### config.mk
export PLATFORM = sky130hd
export DESIGN_NAME = synthesijer_fconv_f2d
export DESIGN_NICKNAME = d
export VERILOG_FILES = /design/src/rtl/synthesijer_fconv_f2d.sv
export SDC_FILE = /design/constraint.sdc
export NUM_CORES = 1
export LEC_CHECK = 0
export CORE_MARGIN = 1.5
export CORE_UTILIZATION = 35
export CTS_BUF_LIST = sky130_fd_sc_hd__clkbuf_4
export DETAILED_ROUTE_END_ITERATION = 8
export DONT_BUFFER_PORTS = 1
export GPL_ROUTABILITY_DRIVEN = 0
export SLEW_MARGIN = 20
export SYNTH_ARGS = -nofsm -noshare
export SYNTH_HDL_FRONTEND = slang
export SYNTH_SLANG_ARGS = --single-unit
### constraint.sdc
create_clock -name clk -period 2.55 [get_ports clk]
set_input_delay 0.51 -clock clk [delete_from_list [all_inputs] [get_ports clk]]
set_output_delay 0.51 -clock clk [all_outputs]
set_load 0.02 [all_outputs]
### src/rtl/synthesijer_fconv_f2d.sv
// Fully pipelined binary32 -> binary64 converter, 3-cycle latency, one operand per cycle.
// Stage 1 classifies the operand, stage 2 counts fraction leading zeros, stage 3 assembles the double.
module synthesijer_fconv_f2d (
  input  logic        clk,
  input  logic        reset,
  input  logic [31:0] a,
  input  logic        nd,
  output logic [63:0] result,
  output logic        valid
);

  localparam int STAGES = 3;

  typedef enum logic [2:0] {
    C_ZERO = 3'd0,
    C_NORM = 3'd1,
    C_SUB  = 3'd2,
    C_INF  = 3'd3,
    C_NAN  = 3'd4
  } cls_t;

  logic [STAGES:1] vld_pipe;

  // stage 1
  logic        s1_s;
  logic [7:0]  s1_e;
  logic [22:0] s1_m;
  cls_t        s1_cls;
  cls_t        cls_d;

  // stage 2
  logic        s2_s;
  logic [7:0]  s2_e;
  logic [22:0] s2_m;
  cls_t        s2_cls;
  logic [4:0]  s2_lz;
  logic [4:0]  lz_d;

  logic [63:0] res_d;
  logic [22:0] sub_frac;

  always_comb begin
    cls_d = C_NORM;
    if (a[30:23] == 8'd0)
      cls_d = (a[22:0] == 23'd0) ? C_ZERO : C_SUB;
    else if (a[30:23] == 8'hff)
      cls_d = (a[22:0] == 23'd0) ? C_INF : C_NAN;
  end

  // Last hit wins, so the highest set bit sets lz; m==0 never reaches the subnormal path.
  always_comb begin
    lz_d = 5'd0;
    for (int i = 0; i < 23; i++)
      if (s1_m[i]) lz_d = 5'(22 - i);
  end

  always_comb begin
    sub_frac = s2_m << (s2_lz + 5'd1);
    res_d    = {s2_s, 63'd0};
    case (s2_cls)
      C_ZERO:  res_d = {s2_s, 63'd0};
      C_NORM:  res_d = {s2_s, {3'b000, s2_e} + 11'd896, s2_m, 29'd0};
      C_SUB:   res_d = {s2_s, 11'd896 - {6'd0, s2_lz}, sub_frac, 29'd0};
      C_INF:   res_d = {s2_s, 11'h7ff, 52'd0};
      default: res_d = {s2_s, 11'h7ff, 1'b1, s2_m[21:0], 29'd0};
    endcase
  end

  always_ff @(posedge clk or negedge reset) begin
    if (!reset) begin
      vld_pipe <= '0;
      s1_s     <= 1'b0;
      s1_e     <= 8'd0;
      s1_m     <= 23'd0;
      s1_cls   <= C_ZERO;
      s2_s     <= 1'b0;
      s2_e     <= 8'd0;
      s2_m     <= 23'd0;
      s2_cls   <= C_ZERO;
      s2_lz    <= 5'd0;
      result   <= 64'd0;
    end else begin
      vld_pipe <= {vld_pipe[STAGES-1:1], nd};
      // data registers only move with a live token, so a idle-cycle a changes nothing
      if (nd) begin
        s1_s   <= a[31];
        s1_e   <= a[30:23];
        s1_m   <= a[22:0];
        s1_cls <= cls_d;
      end
      if (vld_pipe[1]) begin
        s2_s   <= s1_s;
        s2_e   <= s1_e;
        s2_m   <= s1_m;
        s2_cls <= s1_cls;
        s2_lz  <= lz_d;
      end
      if (vld_pipe[2])
        result <= res_d;
    end
  end

  assign valid = vld_pipe[STAGES];

endmodule
# Word-level counts from Yosys, hierarchy flattened
# Index checks and enable logic that the tools add are counted.
# op_classes
n_eq_ne	4
n_reduce_logical	3
shift	1
add_sub_neg	3
n_mux	28
# ops
op	n
one-hot mux 63 bit (4 select lines)	1
two-way mux 5 bit	23
logical NOT 23 bit	1
left shift 23 x 5 -> 23 bit	1
adder 8 x 10 -> 11 bit, second input constant	1
subtractor 10 x 5 -> 11 bit, first input constant	1
two-way mux 3 bit	3
equality test 8 bit, second input constant	1
logical NOT 8 bit	1
equality test 3 x 2 -> 1 bit, second input constant	2
adder 5 x 1 -> 5 bit, second input constant	1
equality test 3 x 1 -> 1 bit, second input constant	1
logical NOT 3 bit	1
two-way mux 2 bit	1
# totals
reg_bits	142
elab_cells	50
out_inout_bits	65
input_bits	35

# Logic depth before layout (Yosys ltp)
# Gate-level depths: netlist of run 1.
# logic_depth
word_depth	23
ltp_mapped	12
mapped_depth_nobuf	7

# Worst setup path after synthesis of run 1
# OpenSTA, ideal clock, no wires.
# synth_timing
path_type	register to register
from	register s2_lz[0]
to	register result[45]
path_buffers	4
slack_ns	0.145
t_arrival_ns	2.278
path_stages_with_launch	12
required_ns	2.423
path_cell_list	dfrtp_1 > buf_6 > buf_2 > inv_1 > ha_1 > buf_6 > buf_6 > mux4_2 > mux2i_1 > nor3_1 > a211oi_2 > o21ai_1
# synth_between
elab_chain_len	3
# synth_lines
element	line_no	rtl
from (decl)	36	logic [4:0] s2_lz;
from (signal assigned)	96	s2_lz <= lz_d;
adder 5 x 1 -> 5 bit	58	sub_frac = s2_m << (s2_lz + 5'd1);
left shift 23 x 5 -> 23 bit	58	
one-hot mux 63 bit (4 select lines)	60	case (s2_cls)
to (signal assigned)	99	result <= res_d;
to (decl)	8	output logic [63:0] result,
# Every way passes these cells.
# A chain may end at the register's enable or synchronous reset.

# Worst setup path in the final report of run 1
# layout_timing
from	register s2_lz[1]
to	register result[51]
# The elaborated chain is that of the path after synthesis.

==> flow_summary.toml, run 1 <==
[cts]
insertion_delay_ns = 0.50
clock_path_buffers = 2
cts_resized = 0
cts_root_buf = "clkbuf_4"
cts_sinks = 112
holdBufCountCts = 1
htree_levels = 3
cts.clk_slew.worst_paths_ns = 0.18
cts_made_buffers = 9
cts_tree = "built"

[floorplanning]
die_y_microns = 138.0
die_area_sq_um = 19050
die_w_microns = 138.0
core_sq_um = 17900
core.rowCount = 49
ioPinCount = 100
start_util = 0.3564

[grt]
grt_pass1_wl_mm = 25.30
first_global_vias = 4566
grt_usage = 0.1654
grt_max_degree = 113
grt.overflow.total = 0
grt_antenna_before_repair = 0

[critical_path]
r2r_start = "s2_lz[1]"
critPathMaxStageDelay_ns = 0.48
critical_path.endpoint = "result[51]"
r2r_slack_ns = 0.15
arrival_ns = 2.82
cp-startpoint = "s2_lz[1]"
crit_chain = "ha_1, xnor2_1, buf_4, a31oi_1, a22oi_1, o21ai_1, a21oi_1"
reg2reg_to = "result[51]"
reg2regPathDepth = 7
cp_slowest_cell = "dfrtp_1"
cp_max_fo = 20
end_kind = "register"
startpoint_type = "register"
cp.required_ns = 2.97
crit_type = "reg -> reg"

[logic_synthesis]
synth.most_common_cell = "dfrtp_1"
synthTopCellsByArea = "dfrtp_1 (44%), mux2_2 (11%), mux4_2 (5.6%)"
yosysWarningCount = 0
async_flop_share = 1.000
synth_area_sq_um = 6380
synth_edf_count = 0
ys_seq_area_frac = 0.4393
synth_cell_types = 65
netlist_instances = 595
synthTopCellsByCount = "dfrtp_1 (112), mux2_2 (65), nor2_1 (51)"
avgSynthCellArea_sq_um = 10.72
synth_top_area_cell = "dfrtp_1"
synth_top_area_frac = 0.4393
synthFlopType = "dfrtp_1"
ys_seq_elements = 112

[routing]
ant_nets = 0
first_pass_iters = 5
drc_errors = 0
num_vias = 4607
viasPerCell = 5.660
wire_per_inst_microns = 19.10
drt_iter0_drc = 463
routed_wl_mm = 15.54

[timing]
fin_ws_ns = 0.1545
finalCritPeriodShare = 0.9394
fmax_ghz = 0.4174
skew_ns = 0.01743
final_max_slew_viol_count = 0
period_minus_slack_ns = 2.396
timing_hold_violations_final = 112
finalSetupViolations = 0
hold_ws_ns = -0.3148
worstMarginPinSlew_ns = 0.6975
slew_headroom = 0.5350
fin_setup_tns_ns = 0
grt_setup_unrepaired = "false"

[status]
violations = "negative hold slack"
status = "finished, violations left"

[job]
drv_cap = 0

[layout]
fin_util = 0.3718
fin_nets = 617
nFillCells = 1744
antenna_cells = 0
layout-drive-gt1-share = 0.2171
area_growth_pct = 4.315
multiInputGateArea_sq_um = 3202
seqCellArea_sq_um = 2804

[place]
place_ws_ns = 0.1809
io_buffer_count = 0
dp_hpwl_mm = 11.40

[worst_hold_path]
hold_class = "in -> async"

[power_and_ir_drop]
total_power_mw = 4.909
irDropWorstVdd_mv = 0.4558
powerDensity_nw_per_um2 = 737.6
p_leak_nw = 2.644
worst max-delay path: cells and delay by family, from the launching register on:
kind                     cells  cell delay, ns
AO/OA/AOI/OAI                4            0.93
adder cells (fa/ha/maj)      1            0.45
flip-flops                   1            0.48
buffers and inverters        1            0.29
XOR/XNOR                     1            0.16
power breakdown:
group          switching [mW]  total, mW  internal (mW)
Clock                   0.631       1.16          0.526
Combinational           0.683       1.32          0.640
Sequential              0.421       2.43           2.01
Total                    1.73       4.91           3.17
logic make-up after synthesis:
group           share of synthesized area
compound gates                     0.1379
xor+xnor                          0.02020
fa+ha+maj                        0.003922
buf+inv                           0.07531
flops                              0.4393
mux                                0.1983
other cells                     0.0005878
simple gates                       0.1245
timing repair:
action	CTS	global route
endpoints found under the hold margin	113	112
endpoints found under the setup margin	0	0
setup buffers	0	0
layer usage:
layer,part of all wire,up-vias,GRT usage
met3,0.093,36,0.05334
met5,0,-,0
met2,0.43,236,0.2388
met4,0.026,0,0.05928
met1,0.45,2253,0.2325
li1,-,2082,-
placed cells by master (no fill, tap or decap), drive strengths merged, types with 6 or more instances in the layout:
| cell type | instances |
|---|---|
| o21ai | 30 |
| o211ai | 7 |
| nand4 | 9 |
| nand3 | 10 |
| nor3 | 10 |
| a21oi | 35 |
| a31oi | 8 |
| clkbuf | 10 |
| mux2 | 67 |
| nor2b | 9 |
| a22oi | 6 |
| dfrtp | 112 |
| conb | 29 |
| nor2 | 52 |
| nand2 | 40 |
| xnor2 | 9 |
| buf | 13 |
| mux4 | 16 |
| inv | 13 |
| mux2i | 15 |
| nor4 | 9 |
| a211oi | 6 |
| o22a | 6 |
flip-flops by register name (all words and copies together), names as in the netlist:
signal / flops
result: 34
s1_cls: 3
s1_e: 8
s1_m: 23
s1_s: 1
s2_cls: 3
s2_e: 8
s2_lz: 5
s2_m: 23
s2_s: 1
vld_pipe: 3
how the worst min path moves through the flow:
stage,start,to,slack (ns),cells past startpoint
finish,reset,result[55],-0.31,0
global route,reset,result[43],-0.37,0
CTS,reset,result[47],-0.35,0
detailed placement,reset,vld_pipe[3],0.22,0
global placement,reset,vld_pipe[3],0.22,0
floorplan,reset,result[29],0.21,0
area by class of cell:
class,count,share of cell area
well taps,229,0.04305
flip-flops and latches,112,0.4213
repair buffers,14,0.01805
clock buffers,10,0.01128
multi-input cells,432,0.4811
inverters,11,0.006204
clock inverters,6,0.01899
metrics by stage:
| step | area [sq um] | std cells |
|---|---|---|
| 6_report | 6655 | 814 |
| 5_1_grt | 6655 | 814 |
| 4_1_cts | 6655 | 814 |
| 3_5_place_dp | 6444 | 797 |
| 3_3_place_gp | 6444 | 797 |
| 2_1_floorplan | 6485 | 623 |
Power figures use the tool's default switching activity.
==> run 2, diff against run 1 <==
--- a/config.mk
+++ b/config.mk
@@ -11,6 +11,8 @@
 export DETAILED_ROUTE_END_ITERATION = 8
 export DONT_BUFFER_PORTS = 1
 export GPL_ROUTABILITY_DRIVEN = 0
+export GPL_TIMING_DRIVEN = 1
+export MAX_ROUTING_LAYER = met4
 export SLEW_MARGIN = 20
 export SYNTH_ARGS = -nofsm -noshare
 export SYNTH_HDL_FRONTEND = slang
==> run 2 against run 1 <==
  * The run still ends with negative hold slack left
  * Clock-buffer cell count is the same
  * Maximum frequency grew 0.40%
  * Die area is the same
  * Power shrank 0.14%
  * Sequential power is essentially flat
  * Critical path depth is the same
  * Design area is the same
  * Register-to-register slack is essentially flat
  * First-iteration DRC count shrank 6.3%
  * Clock power is essentially flat
  * Critical path type unchanged
==> flow_summary.toml, run 2 (synthesis results as in run 1) <==
[critical_path]
arrival_ns = 2.79
startpoint_type = "register"
cp.required_ns = 2.96
end_kind = "register"
crit_type = "reg -> reg"
cp_max_fo = 32

[layout]
final_cell_mix = "dfrtp_1 (111), mux2_2 (65), nor2_1 (51)"
fin_util = 0.3718
area_growth_pct = 4.315
final_common_cell = "dfrtp_1"
antenna_cells = 0
layout-drive-gt1-share = 0.2171
layout.cells.non_filler = 814
largest_reg_flops = 34
regMostFlops = "result"
fin_nets = 617
largestRegisters = "result: 34 flops, s1_m: 23 flops, s2_m: 23 flops"

[floorplanning]
die_area_sq_um = 19050
core.rowCount = 49
die_y_microns = 138.0
core_sq_um = 17900
start_util = 0.3564
die_w_microns = 138.0
ioPinCount = 100

[power_and_ir_drop]
p_sw_mw = 1.728
irDropWorstVdd_mv = 0.4565
p_int_mw = 3.174
powerDensity_nw_per_um2 = 736.5
combPwrFrac = 0.270
clock_power_share = 0.235
sequentialPowerShare = 0.496
p_leak_nw = 2.644
switching_share = 0.3526

[routing]
viasPerCell = 5.678
drt_iter0_drc = 434
wire_per_inst_microns = 19.09
ant_nets = 0
first_pass_iters = 6
routed_wl_mm = 15.54
num_vias = 4622
drc_errors = 0

[grt]
grt.overflow.total = 0
grt_antenna_before_repair = 0
grt_max_degree = 113
grt_usage = 0.1708
grt_pass1_wl_mm = 25.34
grt_use_met3 = 0.04988
grt.met2_usage = 0.2414
use_met1 = 0.2334
first_global_vias = 4568
busiest_layer = "met2"

[worst_hold_path]
hold_class = "in -> async"

[cts]
cts_made_buffers = 9
cts.clk_slew.worst_paths_ns = 0.17
cts_tree = "built"
holdBufCountCts = 1
insertion_delay_ns = 0.50
htree_levels = 3
cts_root_buf = "clkbuf_4"
cts_setup_buffers = 0
cts_sinks = 112
clock_path_buffers = 2

[timing]
finalSetupViolations = 0
skew_ns = 0.02104
slew_headroom = 0.5351
timing_hold_violations_final = 112
final_max_slew_viol_count = 0
hold_ws_ns = -0.3183
period_minus_slack_ns = 2.386
fin_ws_ns = 0.1641
finalCritPeriodShare = 0.9357
fin_setup_tns_ns = 0
worstMarginPinSlew_ns = 0.6973
grt_setup_unrepaired = "false"
fmax_ghz = 0.4191

[place]
dp.cells = 797
place_ws_ns = 0.1809
dp_hpwl_mm = 11.40
io_buffer_count = 0

[status]
status = "finished, violations left"
violations = "negative hold slack"

[job]
drv_cap = 0
[run 2: cell counts in the layout (fill, tap and decap cells not counted)]
Identical to the previous run, type by type.
[run 2: path summary, 6_finish.rpt]
check	depth (start not counted)	endpoint	startpoint	slack (ns)
max	7	result[42]	s2_lz[1]	0.16
min	0	result[47]	reset	-0.32
max reg2reg	7	result[42]	s2_lz[1]	0.16
min reg2reg	2	s1_cls[2]	s1_cls[2]	0.51
max in group asynchronous	0	s2_m[7]	reset	2.69
min in group clk	1	s1_m[13]	nd	0.08
[run 2: repair_timing]
action / CTS / global route
gates resized for setup: 0 / 0
hold endpoints to repair: 113 / 112
setup endpoints to repair: 0 / 1
[run 2: area by class of cell]
class                   count  area, sq um
flip-flops and latches    112         2804
clock buffers              10        75.07
clock inverters             6        126.4
repair buffers             14        120.1
fillers                  1744        11250
inverters                  11        41.29
multi-input cells         432         3202
well taps                 229        286.5
[run 2: metal layers]
layer  up-vias  share of wire
met4         0          0.027
met2       257           0.43
met5         -              0
li1       2083              -
met3        42          0.095
met1      2240           0.45
[run 2: critical path: stages (launching register included)]
cell      delay (ns)
dfrtp_1         0.48
inv_1           0.07
ha_1            0.33
buf_12          0.22
mux4_2          0.54
mux2i_1         0.28
o211ai_1        0.17
o22a_1          0.21
[run 2: power groups by stage]
| stage | clock network (mW) | logic, mW | registers (mW) |
|---|---|---|---|
| 6_report | 1.15 | 1.32 | 2.43 |
| 5_1_grt | 1.27 | 1.43 | 2.47 |
| 4_1_cts | 1.19 | 1.31 | 2.43 |
| 3_5_place_dp | 0 | 1.30 | 2.47 |
| 3_3_place_gp | 0 | 1.28 | 2.45 |
| 2_1_floorplan | 0 | 1.17 | 2.32 |
[run 2: metrics by stage]
step                      instance area, sq um  power, mW
final                                     6655      4.902
after global routing                      6655      5.169
after CTS                                 6655      4.936
after detailed placement                  6444      3.773
after global placement                    6444      3.730
after floorplan                           6485      3.490
